`src/rtl/mc_inject.sv`:
```
// Multicast injection front-end: splits a destination bitmap into a local hit
// and a unicast or multicast header flit, queued in order for the router.
module mc_inject #(
    parameter int DST_WIDTH      = 6,
    parameter int DST_LIST_WIDTH = 64,
    parameter int PLD_WIDTH      = 32,
    parameter int TIME_WIDTH     = 8,
    parameter int DEPTH          = 4
) (
    input  logic                      clk,
    input  logic                      reset_n,
    input  logic [DST_WIDTH-1:0]      my_id,
    input  logic                      req_valid,
    output logic                      req_ready,
    input  logic [DST_LIST_WIDTH-1:0] req_dstmap,
    input  logic [PLD_WIDTH-1:0]      req_payload,
    output logic                      local_hit,
    output logic                      drop,
    output logic                      inj_valid,
    input  logic                      inj_ready,
    output logic                      inj_mc,
    output logic [DST_WIDTH-1:0]      inj_dst,
    output logic [DST_LIST_WIDTH-1:0] inj_dstList,
    output logic [PLD_WIDTH-1:0]      inj_payload,
    output logic [TIME_WIDTH-1:0]     inj_time
);

    localparam int AW = $clog2(DEPTH);

    typedef struct packed {
        logic                      mc;
        logic [DST_WIDTH-1:0]      dst;
        logic [DST_LIST_WIDTH-1:0] dst_list;
        logic [PLD_WIDTH-1:0]      payload;
        logic [TIME_WIDTH-1:0]     stamp;
    } entry_t;

    entry_t                    mem [DEPTH];
    entry_t                    wr_entry;
    entry_t                    head;
    logic [AW:0]               wr_ptr;
    logic [AW:0]               rd_ptr;
    logic [TIME_WIDTH-1:0]     tnow;
    logic                      run_q;
    logic                      full;
    logic                      empty;
    logic                      accept;
    logic                      push;
    logic                      pop;
    logic                      hit;
    logic                      none;
    logic                      multi;
    logic [DST_LIST_WIDTH-1:0] self_bit;
    logic [DST_LIST_WIDTH-1:0] map_rem;
    logic [DST_WIDTH-1:0]      low_idx;

    assign full  = (wr_ptr[AW] != rd_ptr[AW]) &&
                   (wr_ptr[AW-1:0] == rd_ptr[AW-1:0]);
    assign empty = (wr_ptr == rd_ptr);

    // run_q holds req_ready low until the first edge after reset release
    assign req_ready = run_q && !full;
    assign inj_valid = !empty;
    assign accept    = req_valid && req_ready;
    assign pop       = inj_valid && inj_ready;

    assign self_bit = DST_LIST_WIDTH'(1) << my_id;
    assign map_rem  = req_dstmap & ~self_bit;
    assign hit      = |(req_dstmap & self_bit);
    assign none     = (map_rem == '0);
    assign multi    = |(map_rem & (map_rem - DST_LIST_WIDTH'(1)));
    assign push     = accept && !none;

    always_comb begin
        low_idx = '0;
        for (int i = DST_LIST_WIDTH - 1; i >= 0; i--) begin
            if (map_rem[i]) low_idx = DST_WIDTH'(i);
        end
    end

    always_comb begin
        wr_entry          = '0;
        wr_entry.mc       = multi;
        wr_entry.dst      = low_idx;
        wr_entry.dst_list = multi ? map_rem : '0;
        wr_entry.payload  = req_payload;
        wr_entry.stamp    = tnow;
    end

    always_ff @(posedge clk or negedge reset_n) begin
        if (!reset_n) begin
            wr_ptr    <= '0;
            rd_ptr    <= '0;
            tnow      <= '0;
            run_q     <= 1'b0;
            local_hit <= 1'b0;
            drop      <= 1'b0;
        end else begin
            run_q     <= 1'b1;
            tnow      <= tnow + TIME_WIDTH'(1);
            local_hit <= accept && hit;
            drop      <= accept && none;
            if (push) wr_ptr <= wr_ptr + (AW + 1)'(1);
            if (pop)  rd_ptr <= rd_ptr + (AW + 1)'(1);
        end
    end

    always_ff @(posedge clk) begin
        if (push) mem[wr_ptr[AW-1:0]] <= wr_entry;
    end

    assign head = mem[rd_ptr[AW-1:0]];

    // Fields read zero whenever the queue is empty, including under reset
    always_comb begin
        inj_mc      = 1'b0;
        inj_dst     = '0;
        inj_dstList = '0;
        inj_payload = '0;
        inj_time    = '0;
        if (inj_valid) begin
            inj_mc      = head.mc;
            inj_dst     = head.dst;
            inj_dstList = head.dst_list;
            inj_payload = head.payload;
            inj_time    = head.stamp;
        end
    end

endmodule

```
`config.mk`:
```
export PLATFORM = sky130hd
export DESIGN_NAME = mc_inject
export DESIGN_NICKNAME = d
export VERILOG_FILES = /design/src/rtl/mc_inject.sv
export SDC_FILE = /design/constraint.sdc
export NUM_CORES = 1
export LEC_CHECK = 0
export CAP_MARGIN = 20
export CORE_MARGIN = 3
export CORE_UTILIZATION = 33
export DETAILED_ROUTE_END_ITERATION = 7
export PLACE_DENSITY_LB_ADDON = 0.15
export SETUP_SLACK_MARGIN = 0.2
export SYNTH_ARGS = -nofsm -noshare
export SYNTH_HDL_FRONTEND = slang
export SYNTH_SLANG_ARGS = --single-unit
```
`constraint.sdc`:
```
create_clock -name clk -period 5 [get_ports clk]
set_input_delay 0.75 -clock clk [delete_from_list [all_inputs] [get_ports clk]]
set_output_delay 0.75 -clock clk [all_outputs]
set_load 0.1 [all_outputs]
```
==> tab_implementation.tex, run 1 <==
\begin{tabular}{lr}
\hline
Metric & Value \\
\hline
\multicolumn{2}{l}{\textbf{Global route}} \\
\quad Leftover overflow at the end of global routing & 0 \\
\quad Pin count of the biggest net entering global routing & 75 \\
\quad Initial antenna violation count & 0 \\
\quad Total Routing Usage GR & between 10\% and 20\% \\
\quad Via count of the first global-routing pass & $\sim$15000 \\
\quad Global-route wire length before repair & a little under 100 mm \\
\multicolumn{2}{l}{\textbf{Floorplanning}} \\
\quad Floorplan die area & 69280 µm² \\
\quad Die extent in y & $\sim$260 µm \\
\quad Site Rows & 93 \\
\quad Total I/O pin count & roughly 220 \\
\quad Std-Cell Core Area & between 60000 and 70000 µm² \\
\quad Die outline width & between 200 and 300 µm \\
\quad Starting density of the core & roughly a third \\
\multicolumn{2}{l}{\textbf{STA}} \\
\quad Transition time of the tightest slew-check pin & 992.9 ps \\
\quad Setup Viol. Count Final & 0 \\
\quad Setup repair after global routing missed its margin & no \\
\quad Slew headroom & 33.60\% \\
\quad Setup TNS & 0 ps \\
\quad Timing-limited maximum frequency & about 0.22 GHz \\
\quad Number of hold-slack violations in the final timing report & 0 \\
\quad Post-layout minimum cycle time & approximately 4600 ps \\
\quad Tightest hold margin & just under 500 ps \\
\quad Final number of max-transition violations & 0 \\
\quad Part of the cycle the worst path needs & around 92\% \\
\quad Worst-case setup margin in the final layout & 379.7 ps \\
\quad Max Clock Skew & 19.46 ps \\
\multicolumn{2}{l}{\textbf{Detailed routing}} \\
\quad DRT Pass-1 Iters & 5 \\
\quad WL final & roughly 66 mm \\
\quad Number of vias after detailed routing & roughly 14000 \\
\quad Antenna-violating nets left & 0 \\
\quad WL/cell & between 20 and 25 µm \\
\quad Number of vias per cell after detailed routing & $\sim$5.3 \\
\quad Iter 0 DRT Violations & $\sim$1200 \\
\quad Drc violations & 0 \\
\multicolumn{2}{l}{\textbf{Logic synthesis}} \\
\quad Post-synthesis instance area & around 22000 µm² \\
\quad Number of distinct library cells after synthesis & $\sim$100 \\
\quad Post-synth ARST share & about 3.7\% \\
\quad Post-synthesis average cell area & approximately 15 µm² \\
\quad Synthesis warning total & 0 \\
\quad Syn Inst Count & about 1400 \\
\quad Predominant post-synthesis flop cell & sky130\_fd\_sc\_hd\_\_edfxtp\_1 \\
\quad Proportion of synthesized chip area in sequential cells & between 60\% and 70\% \\
\quad Register bit count reported by yosys & between 400 and 500 \\
\quad Syn\_nets & about 1600 \\
\quad Number of enable flip-flop cells after synthesis & around 440 \\
\multicolumn{2}{l}{\textbf{Hold path}} \\
\quad Hold crit path type & input port to async pin \\
\multicolumn{2}{l}{\textbf{Worst setup path}} \\
\quad Number of buffer and inverter instances along the worst setup path & 6 \\
\quad Register-to-Register Path Depth & 7 \\
\quad CP delay by family, top & buffers and inverters \\
\quad R2r endpoint & mem[3][93] \\
\quad Required time of the critical path & between 5000 and 6000 ps \\
\quad Kind of start point of the critical path & input port \\
\quad Crit path capture type & flop \\
\quad Register-to-Register Setup Slack & 1590 ps \\
\quad Most frequent CP cell & sky130\_fd\_sc\_hd\_\_buf\_12 \\
\quad Worst R2R Start & rd\_ptr[1] \\
\quad Crit path arrival time & 4930 ps \\
\quad Highest-delay cell along the critical path & sky130\_fd\_sc\_hd\_\_o21ai\_0 \\
\quad Worst stage delay on the critical path & roughly 560 ps \\
\quad Ordered cell list for the critical path & clkdlybuf4s50\_1 > buf\_12 > nand2b\_1 > buf\_12 > o21ai\_0 > o2111ai\_1 > nor4\_1 > nand4\_1 > a2111oi\_1 > buf\_4 > nand3\_1 > nor4\_4 > buf\_4 > buf\_12 > nor2b\_1 \\
\quad Critical path class & input port to flop \\
\quad Largest fanout of any net on the critical path & 28 \\
\multicolumn{2}{l}{\textbf{Place}} \\
\quad Number of placed cells counting well taps & about 2600 \\
\quad Worst slack, placed & -196.3 ps \\
\quad Final Wtd Congestion & approximately 0.96 \\
\quad HPWL reported at the end of detailed placement & 47.60 mm \\
\quad Input/output buffers & 220 \\
\multicolumn{2}{l}{\textbf{Cells and area}} \\
\quad Fraction of layout instances using a drive strength above 1 & between 30\% and 40\% \\
\quad Net count, final & 1934 \\
\quad Fill count & 6004 \\
\quad Commonest non-fill, non-tap cell in the layout & sky130\_fd\_sc\_hd\_\_edfxtp\_1 \\
\quad Non-filler cells, final & 2716 \\
\quad Area added between synthesis and finish & 26.86\% \\
\quad Most used cells in the layout excluding fill and tap cells & 444 x sky130\_fd\_sc\_hd\_\_edfxtp\_1, 272 x sky130\_fd\_sc\_hd\_\_buf\_4, 127 x sky130\_fd\_sc\_hd\_\_nor2b\_1, 112 x sky130\_fd\_sc\_hd\_\_clkdlybuf4s50\_1, 111 x sky130\_fd\_sc\_hd\_\_mux4\_2 \\
\quad Diodes inserted & 0 \\
\multicolumn{2}{l}{\textbf{CTS}} \\
\quad CTS tree & yes \\
\quad Number of buffers created by CTS & between 40 and 50 \\
\quad Max clock buf depth & 3 \\
\quad Gates resized, CTS repair & 0 \\
\quad Hold buffer count at cts & 0 \\
\quad Count of buffers added by post-CTS timing repair for setup & 0 \\
\quad CTS sink count & $\sim$460 \\
\quad Worst-Skew Late Latency & between 500 and 600 ps \\
\quad Maximum level of the CTS H-tree & 2 \\
\quad Root buffer cell & sky130\_fd\_sc\_hd\_\_clkbuf\_16 \\
\quad Clk pin slew, worst setup/hold paths & 60 ps \\
\multicolumn{2}{l}{\textbf{Status}} \\
\quad Outcome & finished, final reports clean \\
\multicolumn{2}{l}{\textbf{Run}} \\
\quad Max-Cap Viols & 0 \\
\hline
\end{tabular}
worst reg2reg max path, stage by stage, from the launching register on:
cell and delay [ps]:
sky130_fd_sc_hd__dfrtp_4 820, sky130_fd_sc_hd__xor2_1 280, sky130_fd_sc_hd__nor2_1 80, sky130_fd_sc_hd__a21boi_1 310, sky130_fd_sc_hd__nand2_1 370, sky130_fd_sc_hd__nor2_1 420
sky130_fd_sc_hd__and2_4 540, sky130_fd_sc_hd__buf_12 260
synthesized netlist by cell type, types with 17 or more instances:
| cell | number | area share [%] |
|---|---|---|
| sky130_fd_sc_hd__a21oi_1 | 54 | 1.2 |
| sky130_fd_sc_hd__a31oi_1 | 18 | 0.52 |
| sky130_fd_sc_hd__clkbuf_1 | 43 | 0.74 |
| sky130_fd_sc_hd__dfrtp_1 | 17 | 1.9 |
| sky130_fd_sc_hd__edfxtp_1 | 444 | 61 |
| sky130_fd_sc_hd__inv_1 | 28 | 0.48 |
| sky130_fd_sc_hd__mux4_2 | 111 | 11 |
| sky130_fd_sc_hd__nand2_1 | 71 | 1.2 |
| sky130_fd_sc_hd__nand3_1 | 29 | 0.66 |
| sky130_fd_sc_hd__nor2_1 | 59 | 1.0 |
| sky130_fd_sc_hd__nor2_2 | 34 | 0.97 |
| sky130_fd_sc_hd__nor2b_1 | 127 | 3.6 |
| sky130_fd_sc_hd__nor3_1 | 19 | 0.44 |
| sky130_fd_sc_hd__o21ai_0 | 66 | 1.5 |
| sky130_fd_sc_hd__o22ai_1 | 17 | 0.49 |
cells by family after synthesis:
logic type                 Yosys count  share of synthesized area [%]
other                                1                        0.01718
xor gates and xnor gates            13                         0.5215
DFF                                461                          63.01
AOI/OAI and AO/OA                  286                          9.175
muxes                              117                          11.74
buffers and inverters              115                          2.573
and+or+nand+nor                    444                          12.57
adders and majority gates            7                         0.3897
sequential cells by signal, summed over array words and instances, names as in the netlist:
| name | cells |
|---|---|
| run_q | 1 |
| rd_ptr | 3 |
| wr_ptr | 3 |
| local_hit | 1 |
| drop | 1 |
| mem | 444 |
| tnow | 8 |
worst max path at each step:
stage	start	end	depth (start not counted)
after floorplan	rd_ptr[1]	mem[3][0]	7
after CTS	my_id[0]	mem[1][64]	15
after global placement	my_id[0]	mem[0][64]	16
final	my_id[0]	mem[3][64]	15
after global routing	my_id[5]	mem[3][64]	15
after detailed placement	my_id[0]	mem[1][64]	15
through the flow:
step,instance area (µm²),util (%)
floorplan,21840,-
global placement,26180,40.32
detailed placement,26180,40.32
CTS,27670,42.61
global route,27700,42.66
finish,27700,42.66
layout make-up:
type	count	area [µm²]	share of cell area [%]
Clock buffer	68	1350	4.874
Timing Repair Buffer	413	3736	13.49
Tap cell	855	1070	3.862
Multi-Input combinational cell	868	7530	27.19
Clock inverter	22	137.6	0.4969
Inverter	29	108.9	0.3930
Sequential cell	461	13770	49.70
routing by layer:
layer	GRT usage [%]	wire length, µm	vias up
met3	3.103	3698	94
met2	29.94	30660	490
li1	-	-	6500
met5	0	0	-
met4	4.843	1590	0
met1	27.12	30240	7400
Power of run 1 is not shown: default switching activity piles up to over one toggle a cycle in this logic, so the estimate is an artifact.
==> run 2: changes to the inputs <==
Settings changed: SLEW_MARGIN set to 20.
==> run 2 against run 1 <==
Non-clock buffer count fell by 1. Final area fell by 0.12%. Clock skew rose by 0.54 ps. Global-route usage did not move. Core utilization fell by 0.050 points. Sequential cell count did not move. Final cell count barely moved. Die area did not move. Critical path depth rose by 1. Wire length fell by 0.16%.
==> tab_implementation.tex, run 2 (synthesis gave the netlist of run 1 again) <==
\begin{tabular}{lr}
\hline
Metric & Value \\
\hline
\multicolumn{2}{l}{\textbf{Floorplanning}} \\
\quad Std-Cell Core Area & 64930 µm² (unchanged) \\
\quad Floorplan die area & 69280 µm² (unchanged) \\
\quad Total I/O pin count & 221 (unchanged) \\
\quad Die extent in y & 263.2 µm (unchanged) \\
\quad Starting density of the core & 33.63\% (unchanged) \\
\quad Site Rows & 93 (unchanged) \\
\quad Die outline width & 263.2 µm (unchanged) \\
\multicolumn{2}{l}{\textbf{Hold path}} \\
\quad Hold crit path type & input port to async pin (unchanged) \\
\multicolumn{2}{l}{\textbf{Global route}} \\
\quad Leftover overflow at the end of global routing & 0 (unchanged) \\
\quad Total Routing Usage GR & 18.89\% (unchanged) \\
\quad Global-route met2 utilization & 29.94\% (unchanged) \\
\quad Pin count of the biggest net entering global routing & 75 (unchanged) \\
\quad GR met1 Demand/Resource & 27.12\% (unchanged) \\
\quad Initial antenna violation count & 0 (unchanged) \\
\quad Most used routing layer in global routing & met2 (unchanged) \\
\quad Via count of the first global-routing pass & 14880 (unchanged) \\
\quad Met3 usage in global routing & 3.103\% (unchanged) \\
\quad Global-route wire length before repair & 99.44 mm (unchanged) \\
\multicolumn{2}{l}{\textbf{Detailed routing}} \\
\quad Antenna-violating nets left & 0 (unchanged) \\
\quad Drc violations & 0 (unchanged) \\
\quad Number of vias after detailed routing & 14470 (was 14480) \\
\quad WL final & 66.08 mm (was 66.18 mm) \\
\quad WL/cell & 24.34 µm (was 24.37 µm) \\
\quad Number of vias per cell after detailed routing & 5.329 (was 5.333) \\
\quad DRT Pass-1 Iters & 5 (unchanged) \\
\quad Iter 0 DRT Violations & 1194 (was 1207) \\
\multicolumn{2}{l}{\textbf{Cells and area}} \\
\quad Area added between synthesis and finish & 26.71\% (was 26.86\%) \\
\quad Post-route cell area & 27670 µm² (was 27700 µm²) \\
\quad Fraction of layout instances using a drive strength above 1 & 31.08\% (was 31.06\%) \\
\quad Most used cells in the layout excluding fill and tap cells & 444 x sky130\_fd\_sc\_hd\_\_edfxtp\_1, 272 x sky130\_fd\_sc\_hd\_\_buf\_4, 127 x sky130\_fd\_sc\_hd\_\_nor2b\_1, 111 x sky130\_fd\_sc\_hd\_\_mux4\_2, 111 x sky130\_fd\_sc\_hd\_\_clkdlybuf4s50\_1 (was 444 x sky130\_fd\_sc\_hd\_\_edfxtp\_1, 272 x sky130\_fd\_sc\_hd\_\_buf\_4, 127 x sky130\_fd\_sc\_hd\_\_nor2b\_1, 112 x sky130\_fd\_sc\_hd\_\_clkdlybuf4s50\_1, 111 x sky130\_fd\_sc\_hd\_\_mux4\_2) \\
\quad Diodes inserted & 0 (unchanged) \\
\quad Commonest non-fill, non-tap cell in the layout & sky130\_fd\_sc\_hd\_\_edfxtp\_1 (unchanged) \\
\quad Max reg flops & 444 (unchanged) \\
\quad Net count, final & 1933 (was 1934) \\
\multicolumn{2}{l}{\textbf{STA}} \\
\quad Setup Viol. Count Final & 0 (unchanged) \\
\quad Part of the cycle the worst path needs & 90.56\% (was 92.41\%) \\
\quad Post-layout minimum cycle time & 4528 ps (was 4620 ps) \\
\quad Transition time of the tightest slew-check pin & 987.9 ps (was 992.9 ps) \\
\quad Max Clock Skew & 20.00 ps (was 19.46 ps) \\
\quad Timing-limited maximum frequency & 0.2209 GHz (was 0.2164 GHz) \\
\quad Number of hold-slack violations in the final timing report & 0 (unchanged) \\
\quad Slew headroom & 33.93\% (was 33.60\%) \\
\quad Final number of max-transition violations & 0 (unchanged) \\
\quad Setup repair after global routing missed its margin & no (unchanged) \\
\multicolumn{2}{l}{\textbf{Place}} \\
\quad Input/output buffers & 220 (unchanged) \\
\quad Placed Instance Area & 26180 µm² (unchanged) \\
\quad HPWL reported at the end of detailed placement & 47.60 mm (unchanged) \\
\quad Final Wtd Congestion & 0.9627 (unchanged) \\
\multicolumn{2}{l}{\textbf{Worst setup path}} \\
\quad Crit path arrival time & 4840 ps (was 4930 ps) \\
\quad Crit path capture type & flop (unchanged) \\
\quad Worst R2R Start & rd\_ptr[1] (unchanged) \\
\quad Kind of start point of the critical path & input port (unchanged) \\
\quad Largest fanout of any net on the critical path & 28 (unchanged) \\
\quad Required time of the critical path & 5310 ps (about the same) \\
\quad Crit. Startpoint & my\_id[0] (unchanged) \\
\quad Worst stage delay on the critical path & 470 ps (was 560 ps) \\
\quad Critical path class & input port to flop (unchanged) \\
\quad Highest-delay cell along the critical path & sky130\_fd\_sc\_hd\_\_nor4\_1 (was sky130\_fd\_sc\_hd\_\_o21ai\_0) \\
\quad Ordered cell list for the critical path & clkdlybuf4s50\_1 > buf\_12 > or2\_0 > buf\_4 > o32ai\_2 > buf\_4 > o2111ai\_1 > nor4\_1 > nand4\_1 > a2111oi\_1 > buf\_4 > nand3\_1 > nor4\_4 > buf\_4 > buf\_12 > nor2b\_1 (was clkdlybuf4s50\_1 > buf\_12 > nand2b\_1 > buf\_12 > o21ai\_0 > o2111ai\_1 > nor4\_1 > nand4\_1 > a2111oi\_1 > buf\_4 > nand3\_1 > nor4\_4 > buf\_4 > buf\_12 > nor2b\_1) \\
\quad Most frequent CP cell & sky130\_fd\_sc\_hd\_\_buf\_4 (was sky130\_fd\_sc\_hd\_\_buf\_12) \\
\multicolumn{2}{l}{\textbf{CTS}} \\
\quad Number of buffers created by CTS & 49 (unchanged) \\
\quad Hold buffer count at cts & 0 (unchanged) \\
\quad Max clock buf depth & 3 (unchanged) \\
\quad Count of buffers added by post-CTS timing repair for setup & 0 (unchanged) \\
\quad CTS tree & yes (unchanged) \\
\quad CTS sink count & 461 (unchanged) \\
\quad Clk pin slew, worst setup/hold paths & 60 ps (about the same) \\
\quad Worst-Skew Late Latency & 580 ps (about the same) \\
\quad Maximum level of the CTS H-tree & 2 (unchanged) \\
\quad Root buffer cell & sky130\_fd\_sc\_hd\_\_clkbuf\_16 (unchanged) \\
\multicolumn{2}{l}{\textbf{Run}} \\
\quad Max-Cap Viols & 0 (unchanged) \\
\multicolumn{2}{l}{\textbf{Status}} \\
\quad Outcome & finished, final reports clean (unchanged) \\
\hline
\end{tabular}
[run 2: cell types whose count changed in the layout (fill, tap and decap cells not counted), sizes merged]
| cell | change |
|---|---|
| clkdlybuf4s50 | -1 |
[run 2: worst paths after layout]
| path | to | slack [ps] | depth (start not counted) |
|---|---|---|---|
| min reg2reg | wr_ptr[2] | 490 | 1 |
| max reg2reg | mem[3][93] | 1610 | 7 |
| min | tnow[5] | 150 | 1 |
| min in group clk | wr_ptr[2] | 490 | 1 |
| max | mem[3][64] | 470 | 16 |
| max in group asynchronous | rd_ptr[0] | 4470 | 1 |
[run 2: area by class of cell]
type | instances | area (µm²)
Clock buffer | 68 | 1350
Fill cell | 6006 | 37260
Inverter | 29 | 108.9
Sequential cell | 461 | 13770
Timing Repair Buffer | 412 | 3704
Multi-Input combinational cell | 868 | 7530
Tap cell | 855 | 1070
Clock inverter | 22 | 137.6
[run 2: layer usage]
metal,up-vias,routed length [µm]
met3,96,3727
met1,7407,30090
met2,469,30650
li1,6497,-
met5,-,0
met4,0,1611
[run 2: metrics by stage]
stage | cells | setup WS, ps | hold slack, ps | util [%] | TNS [ps]
floorplan | 1444 | 353.4 | 454.4 | - | 0
global placement | 2625 | -221.1 | 479.3 | 40.32 | -36280
detailed placement | 2625 | -196.3 | 479.4 | 40.32 | -29490
CTS | 2715 | 420.1 | 491.0 | 42.61 | 0
global route | 2715 | 257.7 | 154.7 | 42.61 | 0
finish | 2715 | 472.1 | 149.0 | 42.61 | 0
[run 2: repair_timing]
item,4_1_cts,5_1_grt
hold endpoints to repair,0,0
gates resized for setup,0,1
endpoints found under the setup margin,0,20
[run 2: critical path, delay by kind of cell]
family,cells,cell delay (ps)
AND/OR/NAND/NOR,6,1390
buffers and inverters,7,1630
AO/OA/AOI/OAI,3,1030
Power of run 2 is left out for the same reason.
==> run 3: changes to the inputs <==
Settings changed: CTS_CLUSTER_SIZE set to 28.
==> results of run 3 <==
Final layout, timing and power as in run 2 (identical DEF).
Power of run 3 is left out for the same reason.
